`src/rtl/ts_cc_monitor.sv`:
```
// ts_cc_monitor: delineates TS packets from the sync-recovery byte stream, parses the
// 4-byte header and checks the continuity counter per PID.
// Optional statistics counters (pkt_count, cc_err_count) are built when TS_STATS_EN is
// defined; otherwise both outputs are tied to zero.
module ts_cc_monitor #(
  parameter int unsigned NUM_PIDS = 4,
  parameter int unsigned PKT_LEN  = 188
) (
  input  logic        clk,
  input  logic        rst,
  input  logic [7:0]  byte_in,
  input  logic        byte_valid,
  input  logic        sync_in,
  output logic        hdr_valid,
  output logic        tei,
  output logic        pusi,
  output logic [12:0] pid,
  output logic [1:0]  afc,
  output logic [3:0]  cc,
  output logic        cc_err,
  output logic        len_err,
  output logic        table_full,
  output logic [15:0] pkt_count,
  output logic [15:0] cc_err_count
);

  localparam int unsigned CntW = $clog2(PKT_LEN + 1);
  localparam int unsigned IdxW = (NUM_PIDS > 1) ? $clog2(NUM_PIDS) : 1;
  localparam logic [CntW-1:0] PktLenC = CntW'(PKT_LEN);
  localparam logic [CntW-1:0] CntOne  = CntW'(1);
  localparam logic [12:0]     NullPid = 13'h1FFF;

  typedef enum logic [2:0] {StHunt, StHdr1, StHdr2, StHdr3, StPayload} state_e;

  state_e          state_q, state_d;
  logic [CntW-1:0] byte_cnt_q, byte_cnt_d;
  logic            tei_sh_q, tei_sh_d, pusi_sh_q, pusi_sh_d;
  logic [12:0]     pid_sh_q, pid_sh_d;
  logic            tei_q, tei_d, pusi_q, pusi_d;
  logic [12:0]     pid_q, pid_d;
  logic [1:0]      afc_q, afc_d;
  logic [3:0]      cc_q, cc_d;
  logic            hdr_valid_q, hdr_valid_d, cc_err_q, cc_err_d, len_err_q, len_err_d;
  logic            table_full_q, table_full_d;
  logic [NUM_PIDS-1:0] ent_valid_q, ent_valid_d, ent_dup_q, ent_dup_d;
  logic [12:0]     ent_pid_q [NUM_PIDS];
  logic [12:0]     ent_pid_d [NUM_PIDS];
  logic [3:0]      ent_cc_q [NUM_PIDS];
  logic [3:0]      ent_cc_d [NUM_PIDS];

  logic            is_start, hit, free;
  logic [IdxW-1:0] hit_idx, free_idx;
  logic [3:0]      last_cc, new_cc;
  logic [1:0]      new_afc;

  assign is_start = byte_valid && sync_in && (byte_in == 8'h47);
  assign new_cc   = byte_in[3:0];
  assign new_afc  = byte_in[5:4];

  // Table lookup for the PID being parsed, plus lowest free entry for allocation.
  always_comb begin
    hit      = 1'b0;
    hit_idx  = '0;
    free     = 1'b0;
    free_idx = '0;
    for (int unsigned i = 0; i < NUM_PIDS; i++) begin
      if (!hit && ent_valid_q[i] && (ent_pid_q[i] == pid_sh_q)) begin
        hit     = 1'b1;
        hit_idx = IdxW'(i);
      end
      if (!free && !ent_valid_q[i]) begin
        free     = 1'b1;
        free_idx = IdxW'(i);
      end
    end
  end

  // Packet FSM, header capture, CC check and table update.
  always_comb begin
    state_d      = state_q;
    byte_cnt_d   = byte_cnt_q;
    tei_sh_d     = tei_sh_q;
    pusi_sh_d    = pusi_sh_q;
    pid_sh_d     = pid_sh_q;
    tei_d        = tei_q;
    pusi_d       = pusi_q;
    pid_d        = pid_q;
    afc_d        = afc_q;
    cc_d         = cc_q;
    hdr_valid_d  = 1'b0;
    cc_err_d     = 1'b0;
    len_err_d    = 1'b0;
    table_full_d = table_full_q;
    ent_valid_d  = ent_valid_q;
    ent_dup_d    = ent_dup_q;
    ent_pid_d    = ent_pid_q;
    ent_cc_d     = ent_cc_q;
    last_cc      = ent_cc_q[hit_idx];

    if (byte_valid) begin
      // A start byte anywhere but HUNT or the expected slot truncates the current packet.
      if (is_start && (state_q != StHunt) &&
          !((state_q == StPayload) && (byte_cnt_q == PktLenC))) begin
        len_err_d = 1'b1;
      end
      if (is_start) begin
        state_d    = StHdr1;
        byte_cnt_d = CntOne;
      end else begin
        case (state_q)
          StHunt: ;
          StHdr1: begin
            tei_sh_d        = byte_in[7];
            pusi_sh_d       = byte_in[6];
            pid_sh_d[12:8]  = byte_in[4:0];
            byte_cnt_d      = byte_cnt_q + CntOne;
            state_d         = StHdr2;
          end
          StHdr2: begin
            pid_sh_d[7:0] = byte_in;
            byte_cnt_d    = byte_cnt_q + CntOne;
            state_d       = StHdr3;
          end
          StHdr3: begin
            tei_d       = tei_sh_q;
            pusi_d      = pusi_sh_q;
            pid_d       = pid_sh_q;
            afc_d       = new_afc;
            cc_d        = new_cc;
            hdr_valid_d = 1'b1;
            byte_cnt_d  = byte_cnt_q + CntOne;
            state_d     = StPayload;
            if ((pid_sh_q != NullPid) && !tei_sh_q) begin
              if (hit) begin
                if (new_afc[0]) begin
                  if (new_cc == last_cc + 4'd1) begin
                    ent_cc_d[hit_idx]  = new_cc;
                    ent_dup_d[hit_idx] = 1'b0;
                  end else if ((new_cc == last_cc) && !ent_dup_q[hit_idx]) begin
                    ent_dup_d[hit_idx] = 1'b1;
                  end else begin
                    cc_err_d           = 1'b1;
                    ent_cc_d[hit_idx]  = new_cc;
                    ent_dup_d[hit_idx] = 1'b0;
                  end
                end else if (new_cc != last_cc) begin
                  // No payload: the counter must not advance; stored value is kept.
                  cc_err_d = 1'b1;
                end
              end else if (free) begin
                ent_valid_d[free_idx] = 1'b1;
                ent_pid_d[free_idx]   = pid_sh_q;
                ent_cc_d[free_idx]    = new_cc;
                ent_dup_d[free_idx]   = 1'b0;
              end else begin
                table_full_d = 1'b1;
              end
            end
          end
          StPayload: begin
            if (byte_cnt_q == PktLenC) begin
              len_err_d  = 1'b1;
              state_d    = StHunt;
              byte_cnt_d = '0;
            end else begin
              byte_cnt_d = byte_cnt_q + CntOne;
            end
          end
          default: begin
            state_d    = StHunt;
            byte_cnt_d = '0;
          end
        endcase
      end
    end
  end

  // State registers with synchronous active-low reset.
  always_ff @(posedge clk) begin
    if (!rst) begin
      state_q      <= StHunt;
      byte_cnt_q   <= '0;
      tei_sh_q     <= 1'b0;
      pusi_sh_q    <= 1'b0;
      pid_sh_q     <= '0;
      tei_q        <= 1'b0;
      pusi_q       <= 1'b0;
      pid_q        <= '0;
      afc_q        <= '0;
      cc_q         <= '0;
      hdr_valid_q  <= 1'b0;
      cc_err_q     <= 1'b0;
      len_err_q    <= 1'b0;
      table_full_q <= 1'b0;
      ent_valid_q  <= '0;
      ent_dup_q    <= '0;
      ent_pid_q    <= '{default: '0};
      ent_cc_q     <= '{default: '0};
    end else begin
      state_q      <= state_d;
      byte_cnt_q   <= byte_cnt_d;
      tei_sh_q     <= tei_sh_d;
      pusi_sh_q    <= pusi_sh_d;
      pid_sh_q     <= pid_sh_d;
      tei_q        <= tei_d;
      pusi_q       <= pusi_d;
      pid_q        <= pid_d;
      afc_q        <= afc_d;
      cc_q         <= cc_d;
      hdr_valid_q  <= hdr_valid_d;
      cc_err_q     <= cc_err_d;
      len_err_q    <= len_err_d;
      table_full_q <= table_full_d;
      ent_valid_q  <= ent_valid_d;
      ent_dup_q    <= ent_dup_d;
      ent_pid_q    <= ent_pid_d;
      ent_cc_q     <= ent_cc_d;
    end
  end

  assign hdr_valid  = hdr_valid_q;
  assign tei        = tei_q;
  assign pusi       = pusi_q;
  assign pid        = pid_q;
  assign afc        = afc_q;
  assign cc         = cc_q;
  assign cc_err     = cc_err_q;
  assign len_err    = len_err_q;
  assign table_full = table_full_q;

`ifdef TS_STATS_EN
  logic [15:0] pkt_count_q, pkt_count_d, cc_err_count_q, cc_err_count_d;

  // Saturating statistics counters, updated alongside the strobes they count.
  always_comb begin
    pkt_count_d    = pkt_count_q;
    cc_err_count_d = cc_err_count_q;
    if (hdr_valid_d && (pkt_count_q != 16'hFFFF)) pkt_count_d = pkt_count_q + 16'd1;
    if (cc_err_d && (cc_err_count_q != 16'hFFFF)) cc_err_count_d = cc_err_count_q + 16'd1;
  end

  // Statistics registers.
  always_ff @(posedge clk) begin
    if (!rst) begin
      pkt_count_q    <= '0;
      cc_err_count_q <= '0;
    end else begin
      pkt_count_q    <= pkt_count_d;
      cc_err_count_q <= cc_err_count_d;
    end
  end

  assign pkt_count    = pkt_count_q;
  assign cc_err_count = cc_err_count_q;
`else
  assign pkt_count    = 16'h0000;
  assign cc_err_count = 16'h0000;
`endif

endmodule

```
`config.mk`:
```
export PLATFORM = sky130hd
export DESIGN_NAME = ts_cc_monitor
export DESIGN_NICKNAME = d
export VERILOG_FILES = /design/src/rtl/ts_cc_monitor.sv
export SDC_FILE = /design/constraint.sdc
export NUM_CORES = 1
export LEC_CHECK = 0
export ABC_AREA = 1
export BUFFER_PORTS_ARGS = -buffer_cell sky130_fd_sc_hd__buf_2
export CORE_ASPECT_RATIO = 1.4
export CORE_MARGIN = 2
export CORE_UTILIZATION = 63
export DETAILED_ROUTE_END_ITERATION = 16
export PLACE_DENSITY_LB_ADDON = 0.25
export SLEW_MARGIN = 20
export SYNTH_ARGS = -nofsm -noshare
export SYNTH_HDL_FRONTEND = slang
export SYNTH_SLANG_ARGS = --single-unit
```
`constraint.sdc`:
```
create_clock -name clk -period 5.45 [get_ports clk]
set_clock_uncertainty 0.1 [all_clocks]
set_input_delay 0.545 -clock clk [delete_from_list [all_inputs] [get_ports clk]]
set_output_delay 0.545 -clock clk [all_outputs]
set_load 0.005 [all_outputs]
```
==> results of run 1 <==
-- worst min path at each step --
stage | from | endpoint | slack, ps
2_1_floorplan | ent_cc_q[11] | ent_cc_q[11] | 320
3_3_place_gp | ent_cc_q[10] | ent_cc_q[10] | 330
3_5_place_dp | ent_cc_q[9] | ent_cc_q[9] | 340
4_1_cts | byte_in[5] | afc[1] | 310
5_1_grt | byte_in[5] | afc[1] | 340
6_report | byte_in[5] | afc[1] | 320
-- placed cells by master, fill, tap and decap left out, types with 2 or more instances in the layout --
cell type	synthesis	routed
inv_4	11	11
inv_1	117	117
clkinv_2	0	2
nor3b_1	4	4
dfxtp_1	127	127
o21ai_0	92	92
nor2_2	13	13
o21ai_1	14	14
nand2_4	5	5
a21oi_1	112	112
clkinvlp_4	0	5
nand3_2	3	3
a211oi_1	3	3
nor3_1	20	20
nand2_1	243	243
nand3_1	47	47
bufinv_16	0	3
nor2_4	10	10
clkinv_4	0	2
nand4_1	26	26
nand2_2	31	31
nor4_1	15	15
ha_1	3	3
xnor2_1	3	3
nor2_1	73	73
buf_2	11	36
a21oi_2	5	5
clkbuf_16	0	17
clkinv_1	2	2
conb_1	1	32
a2111oi_0	2	2
a31oi_1	3	3
inv_2	9	9
nand3_4	8	8
xor2_1	3	3
-- sequential cells by signal, summed over array words and instances (netlist names), named ones only --
register     flops
pid_sh_q        13
table_full       1
ent_cc_q        16
len_err          1
ent_valid_q      4
afc              2
state_q          3
tei              1
pusi_sh_q        1
ent_pid_q       52
byte_cnt_q       8
hdr_valid        1
pid             13
cc               4
pusi             1
tei_sh_q         1
cc_err           1
-- power breakdown --
group	internal (mW)	switching [mW]	total (mW)
Combinational	0.0148	0.0459	0.0607
Clock	0.732	0.442	1.17
Sequential	0.928	0.000308	0.929
-- metal layers --
metal | track usage, % | up-vias
met1 | 39.9 | 3290
met2 | 53.4 | 323
met3 | 7.74 | 110
met4 | 23.7 | 0
met5 | 0 | -
li1 | - | 3548
-- logic make-up (layout without fill, tap and decap cells) --
family                   Yosys count  count (layout)  share of synthesized area (%)
AO/OA/AOI/OAI                    238             238                           16.9
XOR/XNOR                           6               6                          0.705
flip-flops                       127             127                           34.1
buffers and inverters            214             208                           14.1
other                              1              32                         0.0503
adder cells (fa/ha/maj)            3               3                          0.503
AND/OR/NAND/NOR                  506             506                           33.7
-- cell type report --
| class | count | area, um2 |
|---|---|---|
| Inverter | 139 | 549 |
| Sequential cell | 127 | 2540 |
| Timing Repair Buffer | 37 | 188 |
| Clock inverter | 13 | 164 |
| Fill cell | 1006 | 3650 |
| Tap cell | 147 | 184 |
| Clock buffer | 19 | 443 |
| Multi-Input combinational cell | 785 | 3980 |
-- per-stage QoR --
| stage | area (um2) | utilization [%] |
|---|---|---|
| 2_1_floorplan | 7570 | - |
| 3_3_place_gp | 7450 | 63.6 |
| 3_5_place_dp | 7450 | 63.6 |
| 4_1_cts | 8050 | 68.8 |
| 5_1_grt | 8050 | 68.8 |
| 6_report | 8050 | 68.8 |
-- cells in the mapped netlist (15+ instances only) --
library cell  instances  area share (%)
nor3_1               20             1.3
o21ai_0              92             6.2
nand4_1              26             2.2
inv_1               117             5.9
dfxtp_1             127              34
nor4_1               15             1.3
nand2_1             243              12
nor2_1               73             3.7
nand2_2              31             2.6
clkbuf_1             17            0.86
buf_4                38             3.8
a21oi_1             112             7.5
nand3_1              47             3.2
-- worst max-delay path: cells and delay by family, from the launching register on --
family                     cells  cell delay (ps)
DFF                            1              730
buffers and inverters          4              360
adders and majority gates      1              280
and+or+nand+nor               18             1940
xor gates and xnor gates       1              150
==> impl_metrics.csv, run 1 <==
group,metric,value,unit
worst_setup_path,critPathRequiredTime,5700,ps
timing,maxSlewHeadroom,39.4,%
timing,layout_setup_ws,1820,ps
placed_design,place_ws,1920,ps
worst_setup_path,startpoint_type,"flip-flop",
global_routing,grt.overflow.total,0,
route,dr_wl_met3,1400,um
logic_synthesis,avgSynthCellArea,6.81,um2
clock_tree,cts_resized,0,
clock_tree,cts_made_buffers,17,
logic_synthesis,ys.warnings.count,0,
floorplanning,initial_core_util,63.7,%
placed_design,gp_congestion,1.03,
worst_setup_path,startpoint,"pid_sh_q[0]",
clock_tree,cts_tree,"built",
timing,min_period_over_period,66.6,%
global_routing,grt.total_usage,33.9,%
clock_tree,clock-sinks,127,
floorplanning,die_y,133,um
clock_tree,cts_root_buffer,"clkbuf_16",
power_and_ir_drop,p_total,2.16,mW
placed_design,dp_hpwl,14700,um
route,top_layer_used,"met4",
route,route.met2.wl,9790,um
finish,diodes,0,
floorplanning,core,0.0117,mm2
global_routing,antenna_found_initial,0,
clock_tree,ctsHoldBuffers,0,
power_and_ir_drop,p_leak,3.59,nW
route,routed_wl,20700,um
worst_setup_path,crit_chain,"inv_4 -> nand2_2 -> nand2_1 -> inv_1 -> nand2_1 -> nor2_1 -> nand2_1 -> nor2_4 -> nand3_4 -> nor2_1 -> nor2_2 -> nand3_2 -> inv_1 -> ha_1 -> xor2_1 -> inv_1 -> nand2_1 -> nor2_1 -> nand3_1 -> nand2_1 -> nand2_1 -> nand2_1 -> nand2_1 -> nor2_1",
worst_setup_path,arrival,3880,ps
route,routed_via_density,5.74,
route,vias,7271,
status,status,"finished, final reports clean",
finish,layoutNonFillerInstCount,1267,
floorplanning,fp-row-count,47,
logic_synthesis,yosysUniqueCellTypes,49,
worst_setup_path,crit_top_cell,"nand2_1",
worst_setup_path,setup.worst_path.end_class,"flip-flop",
logic_synthesis,synth_seq_area_share,34.1,%
timing,tns,0,ps
worst_setup_path,ff2ff_setup_slack,1820,ps
power_and_ir_drop,power.density,269,mW/mm2
route,drt_iter0_markers,593,
logic_synthesis,async_flop_share,0,%
floorplanning,die_w,96.0,um
clock_tree,post_cts_buffers,0,
min_path,hold_class,"in -> reg",
global_routing,grt_pass1_vias,6718,
logic_synthesis,synth_edf_count,0,
finish,final_nets,1122,
finish,syn_to_final_growth,7.99,%
clock_tree,cts_htree_levels,4,
route,antenna_left,0,
clock_tree,clk_pin_slew,60,ps
logic_synthesis,synthesis.instances,1095,
global_routing,grt_first_pass_wirelength,33200,um
timing,setup_violations,0,
global_routing,grt_max_degree,105,
worst_setup_path,critPathKind,"reg -> reg",
timing,timing.hold.ws,316,ps
finish,drive_gt1_share,15.1,%
route,met1_length,7930,um
route,wire_per_inst,16.3,um
timing,slew_violations,0,
route,drt_first_pass_iters,5,
timing,hold_violations,0,
worst_setup_path,r2r_start,"pid_sh_q[0]",
placed_design,post-place-cells,1235,
timing,tightestPinTransition,909,ps
flow_run,drv_cap,0,
timing,final.min_clock_period,3630,ps
worst_setup_path,max_stage_delay,730,ps
floorplanning,dieArea,0.0127,mm2
worst_setup_path,critPathMaxFanout,10,
timing,rsz0062_at_grt,"false",
clock_tree,cts_buffer_depth,2,
logic_synthesis,syn_area,0.00746,mm2
route,drcViolationCount,0,
timing,timing.fmax,275,MHz
logic_synthesis,synth_seq_cells,127,
floorplanning,ios,69,
clock_tree,clock_latency,420,ps
logic_synthesis,ys.flop_type,"dfxtp_1",
power_and_ir_drop,peakVddDrop,0.226,mV
placed_design,port_buffers,36,
worst_setup_path,crit_slowest_cell,"dfxtp_1",
min_path,min_path_cells,3,
worst_setup_path,worstRegToRegCells,24,
Note: power is estimated with default switching activity, not from simulation.
==> inputs of run 2 (changes only) <==
--- a/config.mk
+++ b/config.mk
@@ -9,7 +9,7 @@
 export BUFFER_PORTS_ARGS = -buffer_cell sky130_fd_sc_hd__buf_2
 export CORE_ASPECT_RATIO = 1.4
 export CORE_MARGIN = 2
-export CORE_UTILIZATION = 63
+export CORE_UTILIZATION = 54
 export DETAILED_ROUTE_END_ITERATION = 16
 export PLACE_DENSITY_LB_ADDON = 0.25
 export SLEW_MARGIN = 20
==> constraint.sdc (replaced) <==
create_clock -name clk -period 3.06 [get_ports clk]
set_clock_uncertainty 0.1 [all_clocks]
set_input_delay 0.306 -clock clk [delete_from_list [all_inputs] [get_ports clk]]
set_output_delay 0.306 -clock clk [all_outputs]
set_load 0.005 [all_outputs]
==> run 2 against run 1 <==
  * Hold slack worse by 240 ps
  * Maximum frequency is 24% higher
  * Power is 81% higher
  * Die area is 16% higher
  * Clock power is 85% higher
  * Final cell count is 10% higher
  * Core utilization is 0.83 points lower
  * Critical path depth is 3 lower
  * Non-clock buffer count is 93 higher
==> impl_metrics.csv, run 2 (same netlist as run 1, synthesis figures left out) <==
group,metric,value,unit
floorplanning,ios,69,
placed_design,post-place-cells,1351,
status,status,"finished, final reports clean",
clock_tree,clk_pin_slew,60,ps
worst_setup_path,startpoint_type,"flip-flop",
worst_setup_path,critPathKind,"reg -> reg",
route,drcViolationCount,0,
finish,fin_util,68.0,%
global_routing,gr-usage-met1,34.5,%
placed_design,dp_hpwl,16200,um
route,wire_per_inst,16.1,um
global_routing,grt.total_usage,30.8,%
floorplanning,die_y,143,um
worst_setup_path,setup.worst_path.end_class,"flip-flop",
power_and_ir_drop,swShare,23.1,%
power_and_ir_drop,peakVddDrop,0.345,mV
global_routing,grt_busiest_layer,"met2",
route,routed_wl,22400,um
timing,tightestPinTransition,705,ps
timing,slew_violations,0,
finish,diodes,0,
clock_tree,clock_latency,430,ps
global_routing,grt_first_pass_wirelength,34600,um
timing,maxSlewHeadroom,52.6,%
clock_tree,cts_root_buffer,"clkbuf_16",
route,vias,7611,
clock_tree,cts_tree,"built",
timing,final.min_clock_period,2940,ps
finish,layout_common_cells,"nand2_1, inv_1, a21oi_1, dfxtp_1, o21ai_0",
worst_setup_path,crit_slowest_cell,"dfxtp_2",
power_and_ir_drop,p_clk_share,55.1,%
finish,nFillCells,1106,
route,drt_first_pass_iters,5,
floorplanning,core,0.0135,mm2
power_and_ir_drop,p_switching,0.907,mW
finish,top_register,"ent_pid_q",
global_routing,globalRouteMet2Util,53.6,%
power_and_ir_drop,seq_power_share,41.9,%
placed_design,gp_congestion,0.971,
finish,final_common_cell,"nand2_1",
global_routing,grt.overflow.total,0,
clock_tree,cts_buffer_depth,2,
floorplanning,fp-row-count,50,
global_routing,antenna_found_initial,0,
clock_tree,clock-sinks,127,
finish,largest_reg_flops,52,
power_and_ir_drop,combinationalPowerShare,3.0,%
power_and_ir_drop,p_leak,4.11,nW
flow_run,drv_cap,0,
floorplanning,dieArea,0.0148,mm2
route,routed_via_density,5.46,
route,antenna_left,0,
timing,rsz0062_at_grt,"true",
finish,drive_gt1_share,26.6,%
timing,min_period_over_period,96.0,%
route,drt_iter0_markers,581,
worst_setup_path,critPathRequiredTime,3290,ps
power_and_ir_drop,p_int,3.02,mW
clock_tree,cts_made_buffers,17,
placed_design,port_buffers,36,
worst_setup_path,arrival,3160,ps
timing,setup_violations,0,
min_path,hold_class,"in -> reg",
global_routing,grt_pass1_vias,7024,
finish,final_nets,1215,
timing,hold_violations,0,
finish,syn_to_final_growth,22.6,%
global_routing,grtUsageMet3,6.22,%
timing,timing.fmax,340,MHz
floorplanning,die_w,103,um
worst_setup_path,critPathMaxFanout,10,
finish,largestRegisters,"ent_pid_q: 52 flops, ent_cc_q: 16 flops",
clock_tree,cts_htree_levels,4,
worst_setup_path,crit_top_cell,"nand2_1",
global_routing,grt_max_degree,73,
floorplanning,initial_core_util,55.4,%
clock_tree,ctsHoldBuffers,0,
finish,layoutNonFillerInstCount,1395,
power_and_ir_drop,power.density,429,mW/mm2
worst_setup_path,crit_chain,"buf_12 -> xnor2_1 -> nand2_1 -> nor2_1 -> nand2_1 -> nor2_4 -> buf_6 -> nor2_4 -> nand3_1 -> nand3_2 -> inv_1 -> ha_4 -> xor2_2 -> inv_1 -> nand2_1 -> nor2_2 -> nand3_4 -> nand2_1 -> nand3_1 -> a21oi_1 -> nor2_1",
worst_setup_path,max_stage_delay,330,ps
-- run 2: changes by cell type in the layout (fill, tap and decap cells not counted), moves of 5 or more --
cell	before	now
dfxtp_4	0	9
buf_12	0	6
buf_4	1	82
nand2_1	243	217
inv_6	1	6
nor2_1	73	66
nand2_2	31	54
nor2_2	13	18
nand3_1	47	42
dfxtp_1	127	111
dfxtp_2	0	7
-- run 2: final cells by class --
class	count	area [um2]	share of cell area (%)
clock inverters	13	178	1.94
multi-input cells	785	4160	45.5
clock buffers	19	453	4.95
repair buffers	130	981	10.7
inverters	139	557	6.09
well taps	182	228	2.49
flip-flops and latches	127	2580	28.3
-- run 2: metal layers --
layer / share of wire [%] / vias to the layer above
met1: 39 / 3498
met4: 5.6 / 0
li1: - / 3725
met5: 0 / -
met2: 50 / 301
met3: 6.2 / 87
-- run 2: timing repair --
item | 4_1_cts | 5_1_grt
setup endpoints to repair | 4 | 21
pin swaps | 0 | 31
setup buffers | 0 | 12
cloned | 0 | 0
resized for setup | 5 | 85
-- run 2: worst paths after layout --
| path | start | to | slack [ps] | cells after the start |
|---|---|---|---|---|
| min | byte_in[5] | afc[1] | 70 | 3 |
| min reg2reg | ent_cc_q[11] | ent_cc_q[11] | 350 | 2 |
| max reg2reg | pid_sh_q[3] | flip-flop | 120 | 21 |
| max | pid_sh_q[3] | flip-flop | 120 | 21 |
-- run 2: power by group through the flow --
stage | clock [mW] | sequential, mW | combinational [mW]
final | 2.16 | 1.65 | 0.118
after global routing | 2.25 | 1.64 | 0.134
after CTS | 2.19 | 1.65 | 0.112
after detailed placement | 0 | 1.69 | 0.110
after global placement | 0 | 1.69 | 0.110
after floorplan | 0 | 1.69 | 0.108
-- run 2: critical path: cells and delay by family (launching register included) --
| family | cells | cell delay [ps] |
|---|---|---|
| AO/OA/AOI/OAI | 1 | 130 |
| XOR/XNOR | 2 | 350 |
| adder cells (fa/ha/maj) | 1 | 200 |
| buffers and inverters | 4 | 430 |
| flip-flops | 1 | 330 |
| AND/OR/NAND/NOR | 13 | 1290 |
-- run 2: through the flow --
step,total power [mW],setup WS [ps],instance area (um2),setup TNS [ps],hold slack [ps]
3_3_place_gp,1.80,-3.52,8160,-3.52,337
4_1_cts,3.95,3.15,8800,0,68.2
5_1_grt,4.03,-63.0,9140,-167,86.6
6_report,3.92,123,9140,0,73.4
2_1_floorplan,1.80,332,7570,0,294
3_5_place_dp,1.80,-41.0,8160,-146,341
